`src/rtl/intra_dc_seq_pkg.sv`:
```
// Shared definitions for the intra DC pre-computation sequencer: datapath mode codes,
// accumulate phase lengths and the sequencer state encoding.
package intra_dc_seq_pkg;

    localparam int CNT_W = 4;

    localparam logic [3:0] MODE_IDLE     = 4'b1111;
    localparam logic [3:0] MODE_I16_V    = 4'b0000;
    localparam logic [3:0] MODE_I16_H    = 4'b0001;
    localparam logic [3:0] MODE_DC_HOLD  = 4'b0010;
    localparam logic [3:0] MODE_CHROMA_V = 4'b1010;
    localparam logic [3:0] MODE_CHROMA_H = 4'b1001;

    localparam int LEN_Y = 16;
    localparam int LEN_C = 8;

    typedef enum logic [2:0] {
        ST_IDLE,
        ST_CLR,
        ST_Y_V,
        ST_Y_H,
        ST_C_V,
        ST_C_H,
        ST_RD,
        ST_DONE
    } state_t;

    function automatic logic [3:0] mode_of(input state_t s);
        logic [3:0] m;
        case (s)
            ST_Y_V:         m = MODE_I16_V;
            ST_Y_H:         m = MODE_I16_H;
            ST_C_V:         m = MODE_CHROMA_V;
            ST_C_H:         m = MODE_CHROMA_H;
            ST_RD, ST_DONE: m = MODE_DC_HOLD;
            default:        m = MODE_IDLE;
        endcase
        return m;
    endfunction

    function automatic logic is_phase(input state_t s);
        return (s inside {ST_Y_V, ST_Y_H, ST_C_V, ST_C_H});
    endfunction

endpackage

```
`src/rtl/intra_dc_phase_cnt.sv`:
```
// Loadable up-counter with terminal-count flag; indexes every accumulate phase and the readout.
module intra_dc_phase_cnt
    import intra_dc_seq_pkg::*;
(
    input  logic             clk,
    input  logic             rst,
    input  logic             load,
    input  logic [CNT_W-1:0] last,
    output logic [CNT_W-1:0] cnt,
    output logic [CNT_W-1:0] cnt_nxt,
    output logic             tc
);

    assign tc      = (cnt == last);
    assign cnt_nxt = load ? '0 : cnt + CNT_W'(1);

    always_ff @(posedge clk or posedge rst) begin
        if (rst) begin
            cnt <= '0;
        end else begin
            cnt <= cnt_nxt;
        end
    end

endmodule

```
`src/rtl/intra_dc_seq.sv`:
```
// Per-macroblock sequencer for the intra DC pre-computation datapath.
// Optional INTRA_DC_SKIP_UNAVAIL_EN: skip accumulate phases whose neighbour is unavailable.
module intra_dc_seq
    import intra_dc_seq_pkg::*;
#(
    parameter int RD_HOLD = 1
)
(
    input  logic       clk,
    input  logic       rst,
    input  logic       mb_start,
    input  logic       mb_avail_t_i,
    input  logic       mb_avail_l_i,
    output logic       busy,
    output logic       mb_done,
    output logic       mb_avail_t,
    output logic       mb_avail_l,
    output logic [3:0] curr_mode,
    output logic [3:0] blk16x16_num,
    output logic [2:0] blk_uv_num,
    output logic       pred_start,
    output logic       pred_done,
    output logic       dc_y_vld,
    output logic       dc_uv_vld
);

    localparam logic [CNT_W-1:0] Y_LAST  = CNT_W'(LEN_Y - 1);
    localparam logic [CNT_W-1:0] C_LAST  = CNT_W'(LEN_C - 1);
    localparam logic [CNT_W-1:0] RD_LAST = CNT_W'(4 * RD_HOLD - 1);
    localparam logic [CNT_W-1:0] Q1      = CNT_W'(RD_HOLD);
    localparam logic [CNT_W-1:0] Q2      = CNT_W'(2 * RD_HOLD);
    localparam logic [CNT_W-1:0] Q3      = CNT_W'(3 * RD_HOLD);

    state_t           state_q;
    state_t           state_nxt;
    logic [3:0]       run_mask;
    logic [3:0]       acc_mask;
    logic             accept;
    logic             load;
    logic             tc;
    logic [CNT_W-1:0] cnt;
    logic [CNT_W-1:0] cnt_nxt;
    logic [CNT_W-1:0] phase_last;
    logic [1:0]       quad_nxt;
    logic             pred_start_nxt;
    logic             pred_done_nxt;
    logic [3:0]       blk16_nxt;
    logic [2:0]       blk_uv_nxt;

    // Mask bits: [0] Y_V, [1] Y_H, [2] C_V, [3] C_H.
`ifdef INTRA_DC_SKIP_UNAVAIL_EN
    assign run_mask = {mb_avail_l, mb_avail_t, mb_avail_l, mb_avail_t};
    assign acc_mask = {mb_avail_l_i, mb_avail_t_i, mb_avail_l_i, mb_avail_t_i};
`else
    assign run_mask = 4'b1111;
    assign acc_mask = 4'b1111;
`endif

    // First enabled phase strictly after s in the fixed order, or readout if none remain.
    function automatic state_t phase_after(input state_t s, input logic [3:0] m);
        state_t r;
        r = ST_RD;
        if (m[3] && (s inside {ST_IDLE, ST_CLR, ST_Y_V, ST_Y_H, ST_C_V})) r = ST_C_H;
        if (m[2] && (s inside {ST_IDLE, ST_CLR, ST_Y_V, ST_Y_H}))         r = ST_C_V;
        if (m[1] && (s inside {ST_IDLE, ST_CLR, ST_Y_V}))                 r = ST_Y_H;
        if (m[0] && (s inside {ST_IDLE, ST_CLR}))                         r = ST_Y_V;
        return r;
    endfunction

    function automatic logic [CNT_W-1:0] last_of(input state_t s);
        logic [CNT_W-1:0] l;
        case (s)
            ST_Y_V, ST_Y_H: l = Y_LAST;
            ST_C_V, ST_C_H: l = C_LAST;
            ST_RD:          l = RD_LAST;
            default:        l = '0;
        endcase
        return l;
    endfunction

    assign accept     = (state_q == ST_IDLE) && mb_start;
    assign phase_last = last_of(state_q);

    always_comb begin
        state_nxt = state_q;
        case (state_q)
            ST_IDLE: if (mb_start) state_nxt = ST_CLR;
            ST_CLR:  state_nxt = phase_after(ST_CLR, run_mask);
            ST_Y_V, ST_Y_H, ST_C_V, ST_C_H:
                     if (tc) state_nxt = phase_after(state_q, run_mask);
            ST_RD:   if (tc) state_nxt = ST_DONE;
            ST_DONE: state_nxt = ST_IDLE;
            default: state_nxt = ST_IDLE;
        endcase
    end

    // The counter restarts on every state change, so each phase and the readout start at index 0.
    assign load = (state_nxt != state_q) || (state_q == ST_IDLE);

    intra_dc_phase_cnt u_cnt (
        .clk     (clk),
        .rst     (rst),
        .load    (load),
        .last    (phase_last),
        .cnt     (cnt),
        .cnt_nxt (cnt_nxt),
        .tc      (tc)
    );

    always_comb begin
        quad_nxt = 2'd0;
        if (cnt_nxt >= Q3) begin
            quad_nxt = 2'd3;
        end else if (cnt_nxt >= Q2) begin
            quad_nxt = 2'd2;
        end else if (cnt_nxt >= Q1) begin
            quad_nxt = 2'd1;
        end
    end

    always_comb begin
        blk16_nxt  = '0;
        blk_uv_nxt = '0;
        case (state_nxt)
            ST_Y_V, ST_Y_H: blk16_nxt  = cnt_nxt;
            ST_C_V, ST_C_H: blk_uv_nxt = cnt_nxt[2:0];
            ST_RD:          blk_uv_nxt = {1'b0, quad_nxt};
            default:        ;
        endcase
    end

    // Outputs are registered from next-state values so they line up with the state they describe.
    assign pred_start_nxt = accept && (phase_after(ST_IDLE, acc_mask) != ST_RD);
    assign pred_done_nxt  = is_phase(state_nxt) && (cnt_nxt == last_of(state_nxt)) &&
                            (phase_after(state_nxt, run_mask) == ST_RD);

    always_ff @(posedge clk or posedge rst) begin
        if (rst) begin
            state_q      <= ST_IDLE;
            busy         <= 1'b0;
            mb_done      <= 1'b0;
            mb_avail_t   <= 1'b0;
            mb_avail_l   <= 1'b0;
            curr_mode    <= MODE_IDLE;
            blk16x16_num <= '0;
            blk_uv_num   <= '0;
            pred_start   <= 1'b0;
            pred_done    <= 1'b0;
            dc_y_vld     <= 1'b0;
            dc_uv_vld    <= 1'b0;
        end else begin
            state_q      <= state_nxt;
            busy         <= (state_nxt != ST_IDLE);
            mb_done      <= (state_nxt == ST_DONE);
            curr_mode    <= mode_of(state_nxt);
            blk16x16_num <= blk16_nxt;
            blk_uv_num   <= blk_uv_nxt;
            pred_start   <= pred_start_nxt;
            pred_done    <= pred_done_nxt;
            dc_y_vld     <= (state_nxt == ST_RD) && (cnt_nxt == '0);
            dc_uv_vld    <= (state_nxt == ST_RD);
            if (accept) begin
                mb_avail_t <= mb_avail_t_i;
                mb_avail_l <= mb_avail_l_i;
            end
        end
    end

endmodule

```
`config.mk`:
```
export PLATFORM = sky130hd
export DESIGN_NAME = intra_dc_seq
export DESIGN_NICKNAME = d
export VERILOG_FILES = /design/src/rtl/intra_dc_seq_pkg.sv /design/src/rtl/intra_dc_phase_cnt.sv /design/src/rtl/intra_dc_seq.sv
export SDC_FILE = /design/constraint.sdc
export NUM_CORES = 1
export LEC_CHECK = 0
export ABC_AREA = 1
export BUFFER_PORTS_ARGS = -buffer_cell sky130_fd_sc_hd__buf_2
export CORE_UTILIZATION = 31
export DETAILED_ROUTE_END_ITERATION = 10
export GPL_TIMING_DRIVEN = 1
export PLACE_DENSITY = 0.51
export SKIP_CTS_REPAIR_TIMING = 1
export SYNTH_ARGS = -nofsm -noshare
export SYNTH_HDL_FRONTEND = slang
export SYNTH_HIERARCHICAL = 1
export SYNTH_SLANG_ARGS = --single-unit
```
`constraint.sdc`:
```
create_clock -name clk -period 3.4 [get_ports clk]
set_clock_uncertainty 0.15 [all_clocks]
set_input_delay 0.34 -clock clk [delete_from_list [all_inputs] [get_ports clk]]
set_output_delay 0.34 -clock clk [all_outputs]
set_load 0.03 [all_outputs]
```
==> results of run 1 <==
[worst paths after layout]
kind                                   start           end  slack [ns]  cells past startpoint
worst max-delay path              state_q[2]     pred_done        0.19                     21
worst min-delay path            mb_avail_l_i    mb_avail_l        0.12                      3
worst max register to register    state_q[2]     pred_done        0.19                     21
worst min register to register    mb_avail_l    mb_avail_l        0.32                      2
max in group asynchronous                rst    state_q[1]        1.94                      3
min in group asynchronous                rst  u_cnt/cnt[3]        0.36                      3
[critical path, delay by kind of cell, from the launching register on]
kind | cells | cell delay [ns]
xor gates and xnor gates | 1 | 0.13
and+or+nand+nor | 10 | 1.23
buffers and inverters | 5 | 0.54
adders and majority gates | 1 | 0.29
AOI/OAI and AO/OA | 4 | 0.41
DFF | 1 | 0.39
[cell type report]
class / instances / area (µm²) / area share [%]
clock buffers: 3 / 41.3 / 2.14
clock inverters: 1 / 30.0 / 1.56
inverters: 28 / 114 / 5.90
multi-input cells: 110 / 761 / 39.4
flip-flops and latches: 26 / 656 / 34.0
well taps: 52 / 65.1 / 3.37
repair buffers: 41 / 264 / 13.7
[metrics by stage]
| stage | util (%) | hold slack, ns |
|---|---|---|
| floorplan | - | -0.0439 |
| global placement | 37.7 | 0.0925 |
| finish | 44.0 | 0.123 |
| detailed placement | 37.7 | 0.0940 |
| CTS | 39.3 | -0.197 |
| global route | 44.0 | 0.136 |
[cell usage in the layout, fill, tap and decap left out, types with 2 or more instances in the layout]
| cell | n |
|---|---|
| a21oi_2 | 4 |
| buf_2 | 23 |
| buf_4 | 14 |
| buf_6 | 3 |
| clkbuf_8 | 3 |
| dfrtp_1 | 22 |
| dfstp_2 | 4 |
| ha_1 | 3 |
| ha_4 | 2 |
| inv_1 | 16 |
| inv_2 | 9 |
| nand2_1 | 32 |
| nand2_2 | 9 |
| nand2_4 | 6 |
| nand3_1 | 6 |
| nand3_2 | 4 |
| nand4_1 | 2 |
| nor2_1 | 14 |
| nor2_2 | 4 |
| nor2_4 | 6 |
| o21ai_0 | 3 |
| o21ai_1 | 2 |
| xnor2_1 | 2 |
[state kept, by name, summed over array words and instances, names as in the netlist, 3 cells and up]
| name | cells |
|---|---|
| blk16x16_num | 4 |
| curr_mode | 4 |
| u_cnt/cnt | 4 |
| blk_uv_num | 3 |
| state_q | 3 |
[routing by layer]
layer	vias up	routed length [µm]
li1	601	-
met1	538	1400
met2	15	1530
met3	2	81
met4	0	19
met5	-	0
[logic make-up (layout without fill, tap and decap cells)]
logic type               Yosys count  count (layout)
buffers and inverters             29              73
AO/OA/AOI/OAI                     14              14
flip-flops                        26              26
XOR/XNOR                           2               2
adder cells (fa/ha/maj)            5               5
AND/OR/NAND/NOR                   89              89
[power by group]
| part | internal [mW] | switching, mW | leakage (nW) | total [mW] |
|---|---|---|---|---|
| Sequential | 0.403 | 0.0452 | 0.338 | 0.448 |
| Combinational | 0.464 | 0.831 | 0.605 | 1.29 |
| Clock | 0.157 | 0.0933 | 0.0357 | 0.251 |
| Total | 1.02 | 0.970 | 0.979 | 1.99 |
==> flow_metrics.py, run 1 <==
metrics = {
    "status": {
        "status": "finished clean",
    },
    "floorplan": {
        "die_area_um2": 4860,
        "initial_core_util_pct": 32.4,
        "rows": 24,
        "die_height_um": 69.7,
        "ios": 24,
        "coreArea_um2": 4380,
        "die_x_um": 69.7,
    },
    "grt": {
        "track_usage_pct": 12.5,
        "use_met1_pct": 16.4,
        "use_met3_pct": 2.47,
        "grt_most_used_layer": "met2",
        "grt_pass1_vias": 1113,
        "grt-ovfl-total": 0,
        "met2_usage_pct": 21.3,
        "grt_pass1_wl_um": 4910,
        "grt_max_degree": 23,
        "antenna_found_initial": 0,
    },
    "placement": {
        "dpl.cell_count": 247,
        "port_buffers": 23,
        "placed_area_um2": 1650,
        "pre_cts_ws_ns": -0.0188,
        "place_congestion": 0.875,
        "dp_hpwl_um": 2190,
    },
    "synthesis": {
        "synthArstFlopShare_pct": 100,
        "synth_area_leaders": "dfrtp_1 (39%), nand2_1 (9.5%), dfstp_2 (7.4%)",
        "ys_seq_area_share_pct": 46.2,
        "synth_compound_area_share_pct": 6.43,
        "yosys.area_share.simple_pct": 33.6,
        "muxShareOfSynthArea_pct": 0,
        "yosysMostFrequentCell": "nand2_1",
        "synth.distinct_cells": 30,
        "synthAdderAreaFrac_pct": 4.41,
        "yosysWarningCount": 6,
        "synthCells": 165,
        "synth_nets": 175,
        "ys_seq_elements": 26,
        "yosys.area.top_type": "dfrtp_1",
        "synth_edf_count": 0,
        "synthXorXnorAreaFrac_pct": 1.23,
        "synth_top_cell_area_share_pct": 38.8,
        "synthTopCellsByCount": "nand2_1 (36), inv_1 (23), dfrtp_1 (22), nor2_1 (20), nand3_1 (8)",
        "synth_top_family_by_area": "simple AND/OR/NAND/NOR gates",
        "ys.flop_type": "dfrtp_1",
        "syn_area_per_cell_um2": 8.61,
        "netlist_area_um2": 1420,
    },
    "detailed_routing": {
        "num_vias": 1156,
        "first_iter_violations": 93,
        "firstDrtPassIters": 4,
        "wl_um": 3020,
        "ant_nets": 0,
        "wire_per_inst_um": 11.6,
        "drc": 0,
        "vias_per_cell": 4.43,
    },
    "power": {
        "power.density_nw_per_um2": 1030,
        "irDropWorstVdd_v": 0.000489,
        "leakage_nw": 0.979,
        "total_power_mw": 1.99,
    },
    "sta": {
        "tightestPinTransition_ns": 0.817,
        "final-setup-viol-count": 0,
        "fmax_mhz": 312,
        "fin_ws_ns": 0.192,
        "rsz0062_at_grt": "yes",
        "finalSetupTns_ns": 0,
        "report.final.slew_viol_count": 0,
        "fin_crit_sh_pct": 94.3,
        "slew_headroom_pct": 45.5,
        "final_hold_viol_count": 0,
        "timing.final.crit_period_ns": 3.21,
    },
    "layout": {
        "diodes": 0,
        "nets": 220,
        "nFillCells": 432,
        "area_delta_synth_final_pct": 35.9,
        "drive_above_1_share_pct": 49.3,
        "fin_cells": 261,
        "design_area_um2": 1930,
    },
    "critical_path": {
        "critPathMaxStageDelay_ns": 0.39,
        "crit_required_ns": 3.45,
        "cp_max_fo": 4,
        "cp.arrival_ns": 3.26,
        "critical_path_class": "flop to flop",
        "crit_slowest_cell": "dfrtp_1",
        "path_cells": "inv_2, ha_4, inv_2, a31oi_2, xnor2_1, nand2_1, nor2_2, nand2_1, buf_4, nor2_2, o21bai_4, nand2_4, o21ai_0, nor3_1, nand3_1, buf_4, nor2_4, inv_2, nor3_2, nand2_1, a21oi_2",
        "startpoint_type": "flop",
        "cp-end-kind": "flop",
    },
    "cts": {
        "clk_latency_ns": 0.26,
        "cts_tree": "yes",
        "cts.sinks": 26,
        "htreeDepth": 1,
        "root_buffer": "clkbuf_8",
        "path_clk_slew_ns": 0.09,
        "clock_path_buffers": 2,
        "cts_made_buffers": 3,
    },
    "run": {
        "drv_cap": 0,
    },
    "min_path": {
        "worstHoldPathType": "input port to flop",
    },
}
Note: power is estimated with default switching activity, not from simulation.
==> run 2: changes to the inputs <==
--- a/config.mk
+++ b/config.mk
@@ -6,13 +6,12 @@
 export NUM_CORES = 1
 export LEC_CHECK = 0
 export ABC_AREA = 1
-export BUFFER_PORTS_ARGS = -buffer_cell sky130_fd_sc_hd__buf_2
 export CORE_UTILIZATION = 31
 export DETAILED_ROUTE_END_ITERATION = 10
+export DONT_BUFFER_PORTS = 1
 export GPL_TIMING_DRIVEN = 1
-export PLACE_DENSITY = 0.51
+export PLACE_DENSITY = 0.46
 export SKIP_CTS_REPAIR_TIMING = 1
 export SYNTH_ARGS = -nofsm -noshare
 export SYNTH_HDL_FRONTEND = slang
-export SYNTH_HIERARCHICAL = 1
 export SYNTH_SLANG_ARGS = --single-unit
==> run 2 against run 1 <==
Net effect:
- power fell by 71%
- highest routed layer unchanged
- worst setup slack better by 1.2 ns
- routed wire length is 22% lower
- utilization shrank 7.6 points
- critical path type unchanged
- flip-flop and latch count unchanged
- register-to-register slack better by 1.2 ns
- clock-buffer cell count unchanged
- clock power about the same
- final cell count down 27%
==> flow_metrics.py, run 2 <==
metrics = {
    "grt": {
        "grt_pass1_vias": 837,
        "antenna_found_initial": 0,
        "grt-ovfl-total": 0,
        "grt_pass1_wl_um": 3910,
        "track_usage_pct": 12.2,
        "grt_max_degree": 27,
    },
    "layout": {
        "area_delta_synth_final_pct": 9.91,
        "final_cell_mix": "nand2_1 (36), dfrtp_1 (22), inv_1 (17)",
        "diodes": 0,
        "layout_commonest_cell": "nand2_1",
        "drive_above_1_share_pct": 27.3,
        "nets": 150,
        "post-route-util_pct": 36.4,
        "reg_top3": "blk16x16_num x4, curr_mode x4, u_cnt.cnt x4",
        "fin_cells": 191,
    },
    "critical_path": {
        "startpoint_type": "flop",
        "cp.arrival_ns": 1.98,
        "startpoint": "state_q[1]",
        "rr_startpoint": "state_q[1]",
        "cp_max_fo": 5,
        "critical_path_class": "flop to flop",
        "r2r_cells": 10,
        "crit_end": "blk_uv_num[0]",
        "rr_endpoint": "blk_uv_num[0]",
        "r2r_slack_ns": 1.43,
        "cp-end-kind": "flop",
        "crit_required_ns": 3.41,
    },
    "synthesis": {
        "synthCells": 140,
        "netlist_area_um2": 1250,
        "synth.distinct_cells": 23,
        "synth_top_cell_area_share_pct": 44.0,
        "ys_seq_area_share_pct": 52.5,
        "synth_area_leaders": "dfrtp_1 (44%), nand2_1 (11%), dfstp_2 (8.4%)",
        "synthTopCellsByCount": "nand2_1 (36), dfrtp_1 (22), inv_1 (17), nor2_1 (12)",
        "yosysWarningCount": 0,
        "synth_nets": 146,
        "ys_seq_elements": 26,
        "ys.flop_type": "dfrtp_1",
        "yosysMostFrequentCell": "nand2_1",
        "synth_edf_count": 0,
        "yosys.area.top_type": "dfrtp_1",
        "syn_area_per_cell_um2": 8.93,
        "synthArstFlopShare_pct": 100,
    },
    "detailed_routing": {
        "num_vias": 862,
        "ant_nets": 0,
        "firstDrtPassIters": 4,
        "vias_per_cell": 4.51,
        "wire_per_inst_um": 12.3,
        "drc": 0,
        "wl_um": 2350,
        "first_iter_violations": 23,
    },
    "floorplan": {
        "ios": 24,
        "coreArea_um2": 3770,
        "die_height_um": 65.5,
        "rows": 22,
        "die_x_um": 65.5,
        "initial_core_util_pct": 33.1,
        "die_area_um2": 4290,
    },
    "sta": {
        "report.final.slew_viol_count": 0,
        "finalSetupTns_ns": 0,
        "fmax_mhz": 508,
        "fin_crit_sh_pct": 57.9,
        "final_hold_viol_count": 0,
        "slew_headroom_pct": 34.2,
        "rsz0062_at_grt": "no",
        "tightestPinTransition_ns": 0.985,
        "final-setup-viol-count": 0,
        "timing.final.crit_period_ns": 1.97,
        "whs_ns": 0.0361,
    },
    "cts": {
        "cts_tree": "yes",
        "cts.sinks": 26,
        "path_clk_slew_ns": 0.09,
        "clk_latency_ns": 0.27,
        "htreeDepth": 1,
        "root_buffer": "clkbuf_8",
        "cts_made_buffers": 3,
        "clock_path_buffers": 2,
    },
    "placement": {
        "place_congestion": 0.769,
        "port_buffers": 0,
        "dp_hpwl_um": 1800,
        "dpl.cell_count": 187,
    },
    "power": {
        "leakage_nw": 0.700,
        "irDropWorstVdd_v": 0.000150,
        "total_power_mw": 0.574,
        "power.density_nw_per_um2": 418,
    },
    "status": {
        "status": "finished clean",
    },
    "min_path": {
        "worstHoldPathType": "input port to asynchronous set/reset pin",
    },
    "run": {
        "drv_cap": 0,
    },
}
==> run 2: how the worst min path moves through the flow <==
stage,cells past startpoint,slack [ns],to
after floorplan,1,0.23,blk16x16_num[0]
after global placement,2,0.32,mb_avail_l
after detailed placement,2,0.32,mb_avail_t
after CTS,2,0.03,mb_avail_t
after global routing,2,0.04,mb_avail_t
final,1,0.04,busy
==> run 2: layer usage <==
| layer | vias up | share of wire, % | wire length (µm) | track usage (%) |
|---|---|---|---|---|
| met5 | - | 0 | 0 | 0 |
| met2 | 22 | 46 | 1090 | 19.3 |
| met3 | 2 | 4.5 | 105 | 3.13 |
| met1 | 403 | 49 | 1140 | 16.2 |
| met4 | 0 | 0.55 | 13 | 4.08 |
| li1 | 435 | - | - | - |
==> run 2: cell type report <==
| type | instances | area, µm² |
|---|---|---|
| Fill cell | 379 | 2400 |
| Inverter | 24 | 90.1 |
| Sequential cell | 26 | 656 |
| Clock inverter | 1 | 30.0 |
| Tap cell | 48 | 60.1 |
| Clock buffer | 3 | 41.3 |
| Multi-Input combinational cell | 89 | 497 |
==> run 2: cell families after synthesis <==
kind of cell	after synthesis	share of synthesized area (%)
and+or+nand+nor	81	33.4
AOI/OAI and AO/OA	5	3.90
xor gates and xnor gates	2	1.40
buffers and inverters	25	7.81
DFF	26	52.5
adders and majority gates	1	1.00
==> run 2: stage by stage <==
step,worst slack (ns),instance area [µm²]
final,1.43,1370
after global routing,1.19,1370
after CTS,1.41,1370
after detailed placement,1.44,1300
after global placement,1.42,1300
after floorplan,1.65,1250
==> run 2: worst max-delay path, cell delays in order (launching register included) <==
cell and delay, ns:
dfrtp_1 0.45, inv_2 0.12, nand2_1 0.12, nor3_1 0.35, inv_1 0.16, nand2_2 0.15
inv_2 0.06, nand3_2 0.09, nand2_1 0.08, nand2_1 0.06, nand2_1 0.05
==> run 2: where the power goes <==
group          internal [mW]  switching (mW)
registers              0.310         0.00321
logic               0.000616         0.00660
clock network          0.157          0.0957
==> run 3: changes to the inputs <==
--- a/config.mk
+++ b/config.mk
@@ -10,7 +10,7 @@
 export DETAILED_ROUTE_END_ITERATION = 10
 export DONT_BUFFER_PORTS = 1
 export GPL_TIMING_DRIVEN = 1
-export PLACE_DENSITY = 0.46
+export PLACE_DENSITY = 0.45
 export SKIP_CTS_REPAIR_TIMING = 1
 export SYNTH_ARGS = -nofsm -noshare
 export SYNTH_HDL_FRONTEND = slang
==> constraint.sdc (replaced) <==
create_clock -name clk -period 1.95 [get_ports clk]
set_clock_uncertainty 0.15 [all_clocks]
set_input_delay 0.195 -clock clk [delete_from_list [all_inputs] [get_ports clk]]
set_output_delay 0.195 -clock clk [all_outputs]
set_load 0.03 [all_outputs]
==> run 3 against run 2 <==
Net effect:
- worst hold slack lost 0.0079 ns
- final area grew 11%
- maximum frequency grew 4.6%
- clock-buffer cell count grew 1
- routed wire length grew 7.2%
- critical path type unchanged
- critical endpoint is now pred_done
- largest cell class unchanged
==> flow_metrics.py, run 3 (same netlist as run 2, synthesis figures left out) <==
metrics = {
    "status": {
        "status": "finished clean",
    },
    "cts": {
        "clk_latency_ns": 0.27,
        "path_clk_slew_ns": 0.09,
        "cts_made_buffers": 3,
        "cts_tree": "yes",
        "root_buffer": "clkbuf_8",
        "cts.sinks": 26,
        "clock_path_buffers": 2,
        "htreeDepth": 1,
    },
    "detailed_routing": {
        "firstDrtPassIters": 6,
        "drc": 0,
        "num_vias": 919,
        "ant_nets": 0,
        "wire_per_inst_um": 12.5,
        "vias_per_cell": 4.55,
        "wl_um": 2520,
        "first_iter_violations": 35,
    },
    "critical_path": {
        "cp_max_fo": 6,
        "crit_top_cell": "nand2_1",
        "crit_slowest_cell": "dfrtp_2",
        "path_cells": "inv_4, nand2_4, nand2_1, nand2_1, nand2_2, inv_2, nand2_2, o211ai_4, nor2_2, nand3_1, nand2_1, nor3_2",
        "startpoint_type": "flop",
        "critical_path_class": "flop to flop",
        "critPathMaxStageDelay_ns": 0.48,
        "crit_required_ns": 1.97,
        "cp.arrival_ns": 1.90,
        "cp-end-kind": "flop",
    },
    "grt": {
        "grt_max_degree": 27,
        "antenna_found_initial": 0,
        "track_usage_pct": 12.5,
        "grt_pass1_wl_um": 4020,
        "grt_pass1_vias": 844,
        "grt-ovfl-total": 0,
    },
    "layout": {
        "design_area_um2": 1520,
        "final_cell_mix": "nand2_1 (28), dfrtp_1 (20), inv_1 (16)",
        "diodes": 0,
        "nFillCells": 367,
        "nets": 161,
        "layout_commonest_cell": "nand2_1",
        "drive_above_1_share_pct": 39.6,
        "reg_top3": "blk16x16_num x4, curr_mode x4, u_cnt.cnt x4",
        "area_delta_synth_final_pct": 21.7,
    },
    "sta": {
        "final_hold_viol_count": 0,
        "timing.final.crit_period_ns": 1.88,
        "finalSetupTns_ns": 0,
        "rsz0062_at_grt": "yes",
        "slew_headroom_pct": 77.3,
        "tightestPinTransition_ns": 0.339,
        "fin_crit_sh_pct": 96.5,
        "final-setup-viol-count": 0,
        "fmax_mhz": 531,
        "report.final.slew_viol_count": 0,
    },
    "power": {
        "power.density_nw_per_um2": 602,
        "comb_power_share_pct": 2.0,
        "p_sw_mw": 0.188,
        "irDropWorstVdd_v": 0.000227,
        "p_int_mw": 0.728,
        "power_frac_seq_pct": 59.7,
        "switching_share_pct": 20.5,
        "clockPowerShare_pct": 38.3,
        "leakage_nw": 0.754,
    },
    "floorplan": {
        "ios": 24,
        "rows": 22,
        "coreArea_um2": 3770,
        "initial_core_util_pct": 33.1,
        "die_height_um": 65.5,
        "die_area_um2": 4290,
        "die_x_um": 65.5,
    },
    "placement": {
        "place_congestion": 0.836,
        "placed_area_um2": 1330,
        "port_buffers": 0,
        "dp_hpwl_um": 1850,
    },
    "min_path": {
        "worstHoldPathType": "input port to flop",
    },
    "run": {
        "drv_cap": 0,
    },
}
## run 3: changes by cell type in the layout (fill, tap and decap cells not counted), sizes merged
cell,previous run,this run
clkbuf,3,4
buf,0,8
bufinv,1,0
dlygate4sd3,0,3
## run 3: layout make-up
type / count / area, µm² / area share [%]
Timing Repair Buffer: 11 / 93.8 / 6.17
Sequential cell: 26 / 658 / 43.3
Clock buffer: 4 / 55.1 / 3.62
Tap cell: 48 / 60.1 / 3.95
Multi-Input combinational cell: 89 / 559 / 36.8
Inverter: 24 / 95.1 / 6.25
## run 3: path summary, 6_finish.rpt
kind / slack (ns) / cells after the start / from / end
setup / recovery: 0.07 / 12 / state_q[2] / pred_done
hold / removal: 0.03 / 3 / mb_start / pred_start
setup reg to reg: 0.07 / 12 / state_q[2] / pred_done
hold reg to reg: 0.46 / 3 / u_cnt.cnt[0] / blk16x16_num[0]
max in group asynchronous: 1.10 / 3 / rst / curr_mode[3]
min in group asynchronous: 0.26 / 3 / rst / dc_y_vld
## run 3: per-stage QoR
| step | cells | hold slack (ns) | worst slack (ns) | utilization (%) | total power [mW] |
|---|---|---|---|---|---|
| floorplan | 140 | 0.0821 | 0.205 | - | 0.567 |
| global placement | 191 | 0.00963 | 0.0368 | 35.3 | 0.572 |
| detailed placement | 191 | 0.0162 | 0.0157 | 35.3 | 0.573 |
| CTS | 195 | -0.283 | -0.0146 | 36.8 | 0.924 |
| global route | 202 | 0.0316 | -0.0675 | 40.3 | 0.954 |
| finish | 202 | 0.0283 | 0.0681 | 40.3 | 0.916 |
## run 3: per-layer routing
| layer | share of wire (%) | wire length (µm) | vias to the layer above | GRT usage (%) |
|---|---|---|---|---|
| met2 | 48 | 1210 | 20 | 19.6 |
| met1 | 48 | 1200 | 434 | 16.7 |
| met3 | 3.0 | 75 | 4 | 2.78 |
| met4 | 1.2 | 31 | 0 | 4.89 |
| met5 | 0 | 0 | - | 0 |
| li1 | - | - | 461 | - |
## run 3: power by group through the flow
stage / clock (mW) / sequential [mW] / combinational [mW]
2_1_floorplan: 0 / 0.557 / 0.00980
3_3_place_gp: 0 / 0.557 / 0.0144
3_5_place_dp: 0 / 0.557 / 0.0153
4_1_cts: 0.362 / 0.547 / 0.0153
5_1_grt: 0.384 / 0.547 / 0.0226
6_report: 0.351 / 0.547 / 0.0187
## run 3: critical path, delay by kind of cell (launching register included)
kind,cells,cell delay [ns]
buffers and inverters,2,0.16
flip-flops,1,0.48
AO/OA/AOI/OAI,1,0.13
AND/OR/NAND/NOR,9,0.87
